## src/rtl/siso_tx_arbiter.sv

```systemverilog
// siso_tx_arbiter: round-robin arbiter of two parallel producers feeding an MSB-first serial shifter with idle gap
module siso_tx_arbiter #(
  parameter int W = 8,
  parameter int GAP = 1
) (
  input  logic         clk,
  input  logic         reset_ah_in,
  input  logic         req0_in,
  input  logic [W-1:0] data0_in,
  input  logic         req1_in,
  input  logic [W-1:0] data1_in,
  output logic         ack0_out,
  output logic         ack1_out,
  output logic         sd_out,
  output logic         sd_valid_out,
  output logic         busy_out,
  output logic         done_out,
  output logic         done_id_out
);
  localparam int CW = $clog2(W);
  localparam int GW = (GAP > 0) ? $clog2(GAP + 1) : 1;
  typedef enum logic [1:0] {ST_IDLE, ST_SHIFT, ST_GAP} state_t;
  state_t state, nxt;
  logic [W-1:0] sreg;
  logic [CW-1:0] bit_cnt;
  logic [GW-1:0] gap_cnt;
  logic last_grant, ack0, ack1, done, done_id;
  logic any_req, win, grant, last_bit, gap_end;
  assign any_req = req0_in | req1_in;
  assign win = (req0_in & req1_in) ? ~last_grant : req1_in;
  assign grant = (state == ST_IDLE) & any_req;
  assign last_bit = bit_cnt == CW'(W - 1);
  generate
    if (GAP > 0) begin : g_gap
      assign gap_end = gap_cnt == GW'(GAP - 1);
    end else begin : g_nogap
      assign gap_end = 1'b1;
    end
  endgenerate
  always_ff @(posedge clk) begin
    if (reset_ah_in) begin
      state <= ST_IDLE;
      sreg <= '0;
      bit_cnt <= '0;
      gap_cnt <= '0;
      last_grant <= 1'b1;
      ack0 <= 1'b0;
      ack1 <= 1'b0;
      done <= 1'b0;
      done_id <= 1'b0;
    end else begin
      state <= nxt;
      ack0 <= grant & ~win;
      ack1 <= grant & win;
      done <= (state == ST_SHIFT) & last_bit;
      gap_cnt <= (state == ST_GAP) ? gap_cnt + GW'(1) : '0;
      if ((state == ST_SHIFT) & last_bit) done_id <= last_grant;
      if (grant) begin
        sreg <= win ? data1_in : data0_in;
        last_grant <= win;
        bit_cnt <= '0;
      end else if (state == ST_SHIFT) begin
        sreg <= {sreg[W-2:0], 1'b0};
        bit_cnt <= bit_cnt + CW'(1);
      end
    end
  end
  always_comb begin
    nxt = state;
    if (grant) nxt = ST_SHIFT;
    if ((state == ST_SHIFT) & last_bit) nxt = (GAP > 0) ? ST_GAP : ST_IDLE;
    if ((state == ST_GAP) & gap_end) nxt = ST_IDLE;
  end
  always_comb begin
    sd_valid_out = state == ST_SHIFT;
    sd_out = sd_valid_out & sreg[W-1];
    busy_out = state != ST_IDLE;
  end
  assign ack0_out = ack0;
  assign ack1_out = ack1;
  assign done_out = done;
  assign done_id_out = done_id;
endmodule
```

## config.mk

```make
export PLATFORM = sky130hd
export DESIGN_NAME = siso_tx_arbiter
export DESIGN_NICKNAME = d
export VERILOG_FILES = /design/src/rtl/siso_tx_arbiter.sv
export SDC_FILE = /design/constraint.sdc
export NUM_CORES = 1
export LEC_CHECK = 0
export CAP_MARGIN = 20
export CORE_MARGIN = 2
export CORE_UTILIZATION = 41
export CTS_BUF_LIST = sky130_fd_sc_hd__clkbuf_16
export DETAILED_ROUTE_END_ITERATION = 16
export PLACE_DENSITY = 0.74
export SLEW_MARGIN = 20
export SYNTH_ARGS = -nofsm -noshare
export SYNTH_HDL_FRONTEND = slang
export SYNTH_SLANG_ARGS = --single-unit
```

## constraint.sdc

```tcl
create_clock -name clk -period 1.3 [get_ports clk]
set_input_delay 0.325 -clock clk [delete_from_list [all_inputs] [get_ports clk]]
set_output_delay 0.325 -clock clk [all_outputs]
set_load 0.01 [all_outputs]
```

== Word-level counts from Yosys, hierarchy flattened ==
Index checks and enable logic that the tools add are counted.
Operators by class
  equality and inequality tests: 3
  muxes and demuxes: 6
  reduce and logical (&&, ||, !) cells: 8
  bitwise operators: 12
  add/sub/neg operators: 2
Operators with widths (number)
  2-to-1 mux 8 bit: 3
  bitwise AND 1 bit: 7
  nonzero test 2 bit: 3
  OR reduction 2 bit: 3
  2-to-1 mux 2 bit: 2
  inverter 1 bit: 4
  adder 3 x 1 -> 3 bit (second input constant): 1
  == test 3 bit (second input constant): 1
  OR reduction 3 bit: 1
  == test 2 x 1 -> 1 bit (second input constant): 1
  == test 2 bit (second input constant): 1
  zero test 2 bit: 1
  adder 1 bit (second input constant): 1
  2-to-1 mux 1 bit: 1
  OR 1 bit: 1
Word-level totals
  logic and storage cells: 41
  register bits: 19
  output and inout port bits: 7
  bits of input ports: 20

== Depth between registers and ports, before layout ==
Gate-level depths: netlist of the first run.
  depth in word-level cells: 4
  gate-level depth with buffers: 5

== Worst setup path after synthesis of the first run ==
OpenSTA, ideal clock, no wires.
  path kind: flip-flop to flip-flop
  start: reg state[0]
  end: reg sreg[2]
  path slack: 0.055 ns
  arrival time: 1.112 ns
  required time: 1.167 ns
  cell stages (with the launch flop): 6
  library setup time: 0.133 ns
  clock period less this slack: 1.245 ns
  cell sequence: dfxtp_1 -> buf_6 -> or3_1 -> clkbuf_1 -> a21oi_1 -> a311oi_1
On the way
  cells in the longest elaborated chain, start to end: 3
Ends and longest elaborated chain
  start: declaration: RTL line 23  | state_t state, nxt;
  start signal: assignment: RTL line 52  | state <= nxt;
  zero test 2 bit: RTL line 31  | assign grant = (state == ST_IDLE) & any_req;
  bitwise AND 1 bit: RTL line 31
  2-to-1 mux 8 bit / nonzero test 2 bit (equally long branches)
  end signal: assignment: RTL line 59  | sreg <= win ? data1_in : data0_in;
  end signal: assignment: RTL line 63  | sreg <= {sreg[W-2:0], 1'b0};
  end: declaration: RTL line 24  | logic [W-1:0] sreg;
Several ways; a longest one is shown, not always the timed one.
A chain may end at the register's enable or synchronous reset.

== Worst setup path in the final report of the first run ==
  start: reg state[1]
  end: reg sreg[2]
Same word-level chain as after synthesis.

==> report_table.html, run 1 <==
<table>
<tr><th>Metric</th><th>Value</th></tr>
<tr><th colspan="2">Setup path</th></tr>
<tr><td>Crit path max fanout</td><td>5</td></tr>
<tr><td>Worst reg2reg startpoint</td><td>state[1]$_SDFFE_PP0P_</td></tr>
<tr><td>Ordered list of cells on the worst path</td><td>buf_8 -&gt; nor3b_4 -&gt; buf_6 -&gt; nand3_1 -&gt; a311oi_1</td></tr>
<tr><td>Worst path max stage delay</td><td>0.36 ns</td></tr>
<tr><td>Path type of the worst setup path</td><td>reg2reg</td></tr>
<tr><td>Worst-case reg-to-reg path depth</td><td>5</td></tr>
<tr><td>Worst setup slack for register-to-register paths</td><td>-0.18 ns</td></tr>
<tr><td>Max stage delay cell, worst path</td><td>sky130_fd_sc_hd__dfxtp_4</td></tr>
<tr><td>Required time at the endpoint of the critical path</td><td>approximately 1.4 ns</td></tr>
<tr><td>Critical path data arrival time</td><td>1.61 ns</td></tr>
<tr><td>Reg2reg end</td><td>sreg[2]$_SDFFE_PP0P_</td></tr>
<tr><td>CP Launch Type</td><td>register</td></tr>
<tr><td>Critical Path Sink Type</td><td>register</td></tr>
<tr><th colspan="2">Power</th></tr>
<tr><td>Total power per unit cell area</td><td>~1100 mW/mm^2</td></tr>
<tr><td>Leakage</td><td>roughly 0.00063 uW</td></tr>
<tr><td>Final Power</td><td>1650 uW</td></tr>
<tr><td>Worst vdd rail ir drop</td><td>approximately 0.0011 V</td></tr>
<tr><th colspan="2">Global route</th></tr>
<tr><td>Global route overflow</td><td>0</td></tr>
<tr><td>Largest net degree at the start of global routing</td><td>17</td></tr>
<tr><td>Number of global-route vias before repair</td><td>900</td></tr>
<tr><td>Number of antenna violations at the first check in global routing</td><td>0</td></tr>
<tr><td>Overall fraction of global-route tracks in use</td><td>20.6%</td></tr>
<tr><td>First-pass GRT wire length</td><td>4.06 mm</td></tr>
<tr><th colspan="2">Clock network</th></tr>
<tr><td>Maximum root-to-sink buffer count</td><td>2</td></tr>
<tr><td>Library cell used as clock root buffer</td><td>sky130_fd_sc_hd__clkbuf_16</td></tr>
<tr><td>Hold bufs inserted after CTS</td><td>0</td></tr>
<tr><td>H-tree depth</td><td>1</td></tr>
<tr><td>Number of clock sinks seen by CTS</td><td>19</td></tr>
<tr><td>Insertion delay of the later-clocked pin in the worst-skew pair</td><td>around 0.25 ns</td></tr>
<tr><td>Clock slew at reported path FFs</td><td>roughly 0.05 ns</td></tr>
<tr><td>Total CTS buffers</td><td>3</td></tr>
<tr><td>Clock tree from TritonCTS</td><td>yes</td></tr>
<tr><th colspan="2">Finish</th></tr>
<tr><td>Final instance area</td><td>0.00153 sq mm</td></tr>
<tr><td>Share of cells above drive strength 1</td><td>approximately a third</td></tr>
<tr><td>Area grow syn2layout</td><td>66.7%</td></tr>
<tr><td>Number of antenna cells inserted</td><td>0</td></tr>
<tr><td>Post-layout net count</td><td>approximately 170</td></tr>
<tr><td>Number of inserted filler cells in the final layout</td><td>between 150 and 200</td></tr>
<tr><th colspan="2">Die</th></tr>
<tr><td>Chip Width</td><td>around 51 um</td></tr>
<tr><td>Die Footprint</td><td>~0.0026 sq mm</td></tr>
<tr><td>Die height</td><td>around 51 um</td></tr>
<tr><td>Starting utilization of the core area</td><td>between 40% and 50%</td></tr>
<tr><td>I/O Pins</td><td>27</td></tr>
<tr><td>Row cnt</td><td>17</td></tr>
<tr><td>Core Footprint</td><td>0.00217 sq mm</td></tr>
<tr><th colspan="2">Yosys</th></tr>
<tr><td>Most common cell in the synthesized netlist</td><td>sky130_fd_sc_hd__dfxtp_1</td></tr>
<tr><td>Cells after Synth</td><td>roughly 100</td></tr>
<tr><td>Asr flop ratio synth</td><td>0%</td></tr>
<tr><td>Post-Syn Nets</td><td>124</td></tr>
<tr><td>Number of enable-type register cells in the synthesized netlist</td><td>0</td></tr>
<tr><td>Share of the synthesized area in the top cell type</td><td>around two fifths</td></tr>
<tr><td>Largest cells by area after synthesis</td><td>sky130_fd_sc_hd__dfxtp_1, sky130_fd_sc_hd__nand3_1, sky130_fd_sc_hd__a311oi_1, sky130_fd_sc_hd__a211oi_1, sky130_fd_sc_hd__a21oi_1</td></tr>
<tr><td>Total of flip-flops plus latches after synthesis</td><td>19</td></tr>
<tr><td>Area of the mapped netlist</td><td>~920 sq um</td></tr>
<tr><td>Post-synthesis cell type count</td><td>30</td></tr>
<tr><td>Leading cell types by count after synthesis</td><td>sky130_fd_sc_hd__dfxtp_1, sky130_fd_sc_hd__nand3_1, sky130_fd_sc_hd__a21oi_1</td></tr>
<tr><td>Post-synthesis sequential area ratio</td><td>41.4%</td></tr>
<tr><td>Ys flop type</td><td>sky130_fd_sc_hd__dfxtp_1</td></tr>
<tr><td>Synth Area per Inst</td><td>roughly 9 sq um</td></tr>
<tr><td>Warnings from Yosys</td><td>0</td></tr>
<tr><td>Library cell with the largest summed area after synthesis</td><td>sky130_fd_sc_hd__dfxtp_1</td></tr>
<tr><th colspan="2">Timing</th></tr>
<tr><td>Final Cycle Share</td><td>114%</td></tr>
<tr><td>Unrepaired setup endpoints after global routing</td><td>true</td></tr>
<tr><td>Peak clock frequency supported by timing</td><td>between 600 and 700 MHz</td></tr>
<tr><td>Shortest period the worst path allows</td><td>1.48 ns</td></tr>
<tr><td>Post-route setup slack</td><td>-0.177 ns</td></tr>
<tr><td>Total count of max-transition violations in the final report</td><td>0</td></tr>
<tr><td>Slew margin rel.</td><td>73.0%</td></tr>
<tr><td>Number of endpoints failing setup at the final stage</td><td>8</td></tr>
<tr><td>Worst slew pin tran</td><td>around 0.4 ns</td></tr>
<tr><td>Hold violation count in the final report</td><td>0</td></tr>
<tr><td>Max Clock Skew</td><td>roughly 0.0011 ns</td></tr>
<tr><th colspan="2">Placed design</th></tr>
<tr><td>Final weighted congestion in routability-driven placement</td><td>0.773</td></tr>
<tr><td>Worst slack at placement</td><td>-0.404 ns</td></tr>
<tr><td>Total cell area at the placement stage</td><td>between 0.001 and 0.0015 sq mm</td></tr>
<tr><td>Number of input and output port buffers inserted</td><td>26</td></tr>
<tr><td>HPWL after DPL</td><td>1.66 mm</td></tr>
<tr><th colspan="2">Drt</th></tr>
<tr><td>Post-detailed-routing wire length</td><td>about 2.8 mm</td></tr>
<tr><td>Via/cell ratio</td><td>5.61</td></tr>
<tr><td>Total iterations of the first detailed-routing run</td><td>4</td></tr>
<tr><td>DR WL/cell</td><td>16.1 um</td></tr>
<tr><td>Vias after detailed routing</td><td>between 900 and 1000</td></tr>
<tr><td>Count of antenna-violating nets left after detailed routing</td><td>0</td></tr>
<tr><td>First-iteration detailed-routing DRC count</td><td>28</td></tr>
<tr><td>DR DRC count</td><td>0</td></tr>
<tr><th colspan="2">Run</th></tr>
<tr><td>Reported max-cap violation count</td><td>0</td></tr>
<tr><th colspan="2">Worst hold path</th></tr>
<tr><td>Worst Min Path Start</td><td>gap_cnt$_SDFF_PP0_</td></tr>
<tr><td>End of the worst hold path</td><td>gap_cnt$_SDFF_PP0_</td></tr>
<tr><td>Hold-critical path depth</td><td>1</td></tr>
<tr><td>Worst min path class</td><td>reg2reg</td></tr>
<tr><th colspan="2">Outcome</th></tr>
<tr><td>Violated checks</td><td>negative setup slack</td></tr>
<tr><td>Result of the run</td><td>finished with violations</td></tr>
</table>
==> registers in the layout (all words and copies together) (netlist names) <==
register     count
ack1_out         1
done_out         1
state            2
done_id_out      1
sreg             8
gap_cnt          1
bit_cnt          3
last_grant       1
ack0_out         1
==> layout by cell type (no fill, tap or decap), drive strengths merged, types with 2 or more instances in the layout <==
master / n
a311oi: 7
mux2i: 4
a21oi: 9
clkbuf: 3
ha: 2
nor2: 3
and3: 2
nor3: 4
o21ai: 3
clkdlybuf4s50: 17
buf: 26
inv: 5
a211oi: 7
dfxtp: 19
nand3: 14
dlygate4sd2: 6
==> worst max-delay path, delay by kind of cell, from the launching register on <==
family | cells | cell delay, ns
buf+inv | 2 | 0.29
flops | 1 | 0.36
simple gates | 2 | 0.39
compound gates | 1 | 0.32
==> power by group <==
part	internal (uW)	switching, uW	leakage [uW]
Sequential	618	25.1	0.000157
Combinational	213	165	0.000435
Clock	412	216	0.0000409
Total	1240	406	0.000632
==> worst max-delay path by stage <==
stage                     depth (start not counted)  slack (ns)                  start                    to
after floorplan                                   5        0.05  state[0]$_SDFFE_PP0P_  sreg[2]$_SDFFE_PP0P_
after global placement                            4       -0.45                req0_in  sreg[2]$_SDFFE_PP0P_
after detailed placement                          4       -0.40                req1_in  sreg[2]$_SDFFE_PP0P_
after CTS                                         4       -0.13  state[0]$_SDFFE_PP0P_          sd_valid_out
after global routing                              5       -0.18  state[1]$_SDFFE_PP0P_  sreg[2]$_SDFFE_PP0P_
final                                             5       -0.18  state[1]$_SDFFE_PP0P_  sreg[2]$_SDFFE_PP0P_
==> layout make-up <==
class	count	area, sq um	share of cell area, %
Inverter	5	18.8	1.22
Timing Repair Buffer	49	469	30.6
Clock inverter	1	5.00	0.327
Sequential cell	19	385	25.1
Clock buffer	3	75.1	4.90
Multi-Input combinational cell	69	544	35.5
Tap cell	28	35.0	2.29
==> per-stage QoR <==
| stage | std cells | utilization (%) | setup TNS [ns] | hold WS, ns |
|---|---|---|---|---|
| final | 174 | 70.6 | -0.472 | 0.420 |
| after global routing | 174 | 70.6 | -1.04 | 0.442 |
| after CTS | 169 | 65.6 | -0.471 | 0.424 |
| after detailed placement | 160 | 59.0 | -4.94 | 0.416 |
| after global placement | 160 | 59.0 | -4.90 | 0.403 |
| after floorplan | 102 | - | 0 | 0.393 |
==> what timing repair did <==
action	in CTS	in global routing
pin swaps	7	9
gates resized for setup	28	21
setup buffers	6	6
setup endpoints to repair	17	14
==> per-layer routing <==
layer  vias to the layer above  GRT usage [%]  wire length (um)
li1                        470              -                 -
met1                       445           24.3              1140
met4                         0           8.33                78
met2                        51           33.5              1390
met5                         -              0                 0
met3                        10           7.60               187
==> cell families after synthesis <==
group                    synth area share [%]
AO/OA/AOI/OAI                            24.1
XOR/XNOR                                0.953
adder cells (fa/ha/maj)                  2.72
buffers and inverters                    6.94
flip-flops                               41.4
multiplexers                             4.35
AND/OR/NAND/NOR                          19.6
Note: power is estimated with default switching activity, not from simulation.
==> inputs of run 2 (changes only) <==
- CTS_CLUSTER_DIAMETER: not set -> 30
- SLEW_MARGIN: 20 -> not set
==> results of run 2 <==
Same layout as run 1: the final DEF is identical, and so are final timing and power.
==> inputs of run 3 (changes only) <==
- CORE_MARGIN: 2 -> not set
==> run 3 against run 2 <==
Effect of this change: combinational power fell by 5%; wire length fell by 3.8%; die area fell by 7.6%; the flow still finishes with violations (negative setup slack); critical path type unchanged; global-route usage rose by 1.3 points; sequential cell count did not move; maximum frequency rose by 9.5%; register-to-register slack improved by 0.13 ns; count of clock-buffer cells in the layout did not move; largest power group unchanged; cell area fell by 3.2%; first-iteration DRC count rose by 32%.
==> report_table.html, run 3 (synthesized netlist as in run 1, its figures left out) <==
<table>
<tr><th>Metric</th><th>Value</th></tr>
<tr><th colspan="2">Finish</th></tr>
<tr><td>Number of inserted filler cells in the final layout</td><td>149 (-14%)</td></tr>
<tr><td>Sequential standard cell area</td><td>383 sq um (-0.65%)</td></tr>
<tr><td>Largest registers</td><td>sreg x8, bit_cnt x3, state x2</td></tr>
<tr><td>Register ranked first by flip-flop count</td><td>sreg</td></tr>
<tr><td>Flip-flop count of the largest register, all copies and words added</td><td>8 (unchanged)</td></tr>
<tr><td>Utilization after layout</td><td>72.7% (+2.0 points)</td></tr>
<tr><td>Multi-input logic area</td><td>528 sq um (-3.0%)</td></tr>
<tr><td>Share of cells above drive strength 1</td><td>32.2% (-2.1 points)</td></tr>
<tr><td>Highest-count cells in the layout ignoring fill and taps</td><td>sky130_fd_sc_hd__dfxtp_1, sky130_fd_sc_hd__clkdlybuf4s50_1, sky130_fd_sc_hd__nand3_1, sky130_fd_sc_hd__buf_4, sky130_fd_sc_hd__buf_6</td></tr>
<tr><td>Post-layout net count</td><td>166 (-1.8%)</td></tr>
<tr><td>Number of antenna cells inserted</td><td>0 (unchanged)</td></tr>
<tr><td>Area grow syn2layout</td><td>61.4%</td></tr>
<tr><td>Post-route non-filler standard cell count</td><td>170 (-2.3%)</td></tr>
<tr><th colspan="2">Global route</th></tr>
<tr><td>First-pass GRT wire length</td><td>4.02 mm (-1.0%)</td></tr>
<tr><td>Number of global-route vias before repair</td><td>870 (-3.3%)</td></tr>
<tr><td>Largest net degree at the start of global routing</td><td>17 (unchanged)</td></tr>
<tr><td>Number of antenna violations at the first check in global routing</td><td>0 (unchanged)</td></tr>
<tr><td>Global route overflow</td><td>0 (unchanged)</td></tr>
<tr><td>Overall fraction of global-route tracks in use</td><td>21.9% (+1.3 points)</td></tr>
<tr><th colspan="2">Placed design</th></tr>
<tr><td>Number of input and output port buffers inserted</td><td>26 (unchanged)</td></tr>
<tr><td>HPWL after DPL</td><td>1.74 mm (+4.9%)</td></tr>
<tr><td>Inst Count DP</td><td>159 (-0.63%)</td></tr>
<tr><td>Final weighted congestion in routability-driven placement</td><td>0.870 (+13%)</td></tr>
<tr><th colspan="2">Die</th></tr>
<tr><td>Die height</td><td>49.4 um (-3.9%)</td></tr>
<tr><td>Chip Width</td><td>49.4 um (-3.9%)</td></tr>
<tr><td>I/O Pins</td><td>27 (unchanged)</td></tr>
<tr><td>Core Footprint</td><td>0.00204 sq mm (-5.9%)</td></tr>
<tr><td>Row cnt</td><td>16 (-1)</td></tr>
<tr><td>Die Footprint</td><td>0.00244 sq mm (-7.6%)</td></tr>
<tr><td>Starting utilization of the core area</td><td>45.0% (+2.6 points)</td></tr>
<tr><th colspan="2">Run</th></tr>
<tr><td>Reported max-cap violation count</td><td>0 (unchanged)</td></tr>
<tr><th colspan="2">Drt</th></tr>
<tr><td>Vias after detailed routing</td><td>953 (-2.4%)</td></tr>
<tr><td>DR DRC count</td><td>0 (unchanged)</td></tr>
<tr><td>DR WL/cell</td><td>15.8 um (-1.5%)</td></tr>
<tr><td>Via/cell ratio</td><td>5.61 (about the same)</td></tr>
<tr><td>Post-detailed-routing wire length</td><td>2.69 mm (-3.8%)</td></tr>
<tr><td>First-iteration detailed-routing DRC count</td><td>37 (+32%)</td></tr>
<tr><td>Total iterations of the first detailed-routing run</td><td>4 (unchanged)</td></tr>
<tr><td>Count of antenna-violating nets left after detailed routing</td><td>0 (unchanged)</td></tr>
<tr><th colspan="2">Setup path</th></tr>
<tr><td>Required time at the endpoint of the critical path</td><td>1.44 ns (about the same)</td></tr>
<tr><td>Critical path data arrival time</td><td>1.49 ns (-0.12 ns)</td></tr>
<tr><td>Worst setup slack for register-to-register paths</td><td>-0.05 ns (+0.13 ns)</td></tr>
<tr><td>Critical Path Sink Type</td><td>register</td></tr>
<tr><td>Path type of the worst setup path</td><td>reg2reg</td></tr>
<tr><td>Crit path max fanout</td><td>11 (+6)</td></tr>
<tr><td>CP Launch Type</td><td>register</td></tr>
<tr><th colspan="2">Timing</th></tr>
<tr><td>Post-route setup slack</td><td>-0.0490 ns (+0.128 ns)</td></tr>
<tr><td>Unrepaired setup endpoints after global routing</td><td>true</td></tr>
<tr><td>Total count of max-transition violations in the final report</td><td>0 (unchanged)</td></tr>
<tr><td>Peak clock frequency supported by timing</td><td>741 MHz (+9.5%)</td></tr>
<tr><td>Final setup TNS</td><td>-0.0668 ns (+0.405 ns)</td></tr>
<tr><td>Number of endpoints failing setup at the final stage</td><td>3 (-5)</td></tr>
<tr><td>Minimum hold slack</td><td>0.437 ns (+0.0166 ns)</td></tr>
<tr><td>Hold violation count in the final report</td><td>0 (unchanged)</td></tr>
<tr><td>Worst slew pin tran</td><td>0.289 ns (-0.116 ns)</td></tr>
<tr><td>Final Cycle Share</td><td>104% (-9.8 points)</td></tr>
<tr><td>Slew margin rel.</td><td>80.6% (+7.6 points)</td></tr>
<tr><td>Shortest period the worst path allows</td><td>1.35 ns (-0.128 ns)</td></tr>
<tr><td>Max Clock Skew</td><td>0.00123 ns (+0.000141 ns)</td></tr>
<tr><th colspan="2">Power</th></tr>
<tr><td>Leakage</td><td>0.000609 uW (-3.7%)</td></tr>
<tr><td>Worst vdd rail ir drop</td><td>0.000758 V (-32%)</td></tr>
<tr><td>Total power per unit cell area</td><td>1090 mW/mm^2 (+1.6%)</td></tr>
<tr><th colspan="2">Worst hold path</th></tr>
<tr><td>Worst min path class</td><td>reg2reg</td></tr>
<tr><th colspan="2">Clock network</th></tr>
<tr><td>Maximum root-to-sink buffer count</td><td>2 (unchanged)</td></tr>
<tr><td>Library cell used as clock root buffer</td><td>sky130_fd_sc_hd__clkbuf_16</td></tr>
<tr><td>Clock slew at reported path FFs</td><td>0.05 ns (about the same)</td></tr>
<tr><td>Total CTS buffers</td><td>3 (unchanged)</td></tr>
<tr><td>Number of clock sinks seen by CTS</td><td>19 (unchanged)</td></tr>
<tr><td>H-tree depth</td><td>1 (unchanged)</td></tr>
<tr><td>Clock tree from TritonCTS</td><td>yes</td></tr>
<tr><td>Insertion delay of the later-clocked pin in the worst-skew pair</td><td>0.25 ns (about the same)</td></tr>
<tr><th colspan="2">Outcome</th></tr>
<tr><td>Violated checks</td><td>negative setup slack</td></tr>
<tr><td>Result of the run</td><td>finished with violations</td></tr>
</table>
==> run 3: cell count changes in the layout (fill, tap and decap cells not counted), sizes merged <==
cell / before / now
clkbuf: 3 / 5
clkinv: 1 / 0
clkinvlp: 0 / 1
buf: 26 / 23
dlygate4sd2: 6 / 4
==> run 3: what timing repair did <==
action	in CTS	in global routing
pin swaps	2	7
hold buffers	0	0
gates resized for setup	35	14
setup buffers	0	7
endpoints found under the setup margin	16	12
==> run 3: critical path, cell delays in order (launching register included) <==
cell and delay (ns):
sky130_fd_sc_hd__dfxtp_2 0.32, sky130_fd_sc_hd__buf_6 0.15, sky130_fd_sc_hd__nor2_4 0.11, sky130_fd_sc_hd__buf_6 0.11, sky130_fd_sc_hd__buf_4 0.14, sky130_fd_sc_hd__nand3_1 0.08
sky130_fd_sc_hd__a311oi_1 0.32
==> run 3: area by class of cell <==
class / count / area share [%]
clock buffer: 3 / 5.06
clock inverter: 1 / 0.253
inverter: 5 / 1.52
multi-input combinational: 69 / 35.6
sequential: 19 / 25.8
tap: 27 / 2.28
timing repair buffer: 46 / 29.5
==> run 3: per-layer routing <==
layer  GRT usage [%]  part of all wire [%]
met2            35.4                    46
met1            28.1                    46
met5               0                     0
met3            4.67                   4.8
met4            8.33                   2.7
==> run 3: final timing paths <==
| kind | from | to | depth (start not counted) |
|---|---|---|---|
| max | state[0]$_SDFFE_PP0P_ | sreg[7]$_SDFFE_PP0P_ | 6 |
| min | gap_cnt$_SDFF_PP0_ | gap_cnt$_SDFF_PP0_ | 1 |
| max reg2reg | state[0]$_SDFFE_PP0P_ | sreg[7]$_SDFFE_PP0P_ | 6 |
| min reg2reg | gap_cnt$_SDFF_PP0_ | gap_cnt$_SDFF_PP0_ | 1 |
==> run 3: metrics by stage <==
step | total power [uW] | setup slack, ns | area (sq um)
after floorplan | 799 | 0.0548 | 920
after global placement | 940 | -0.502 | 1280
after detailed placement | 950 | -0.561 | 1280
after CTS | 1580 | -0.00792 | 1400
after global routing | 1680 | -0.115 | 1480
final | 1620 | -0.0490 | 1480
==> run 3: where the power goes <==
part / internal [uW] / switching [uW]
combinational: 204 / 156
clock: 409 / 210
sequential: 620 / 24.1
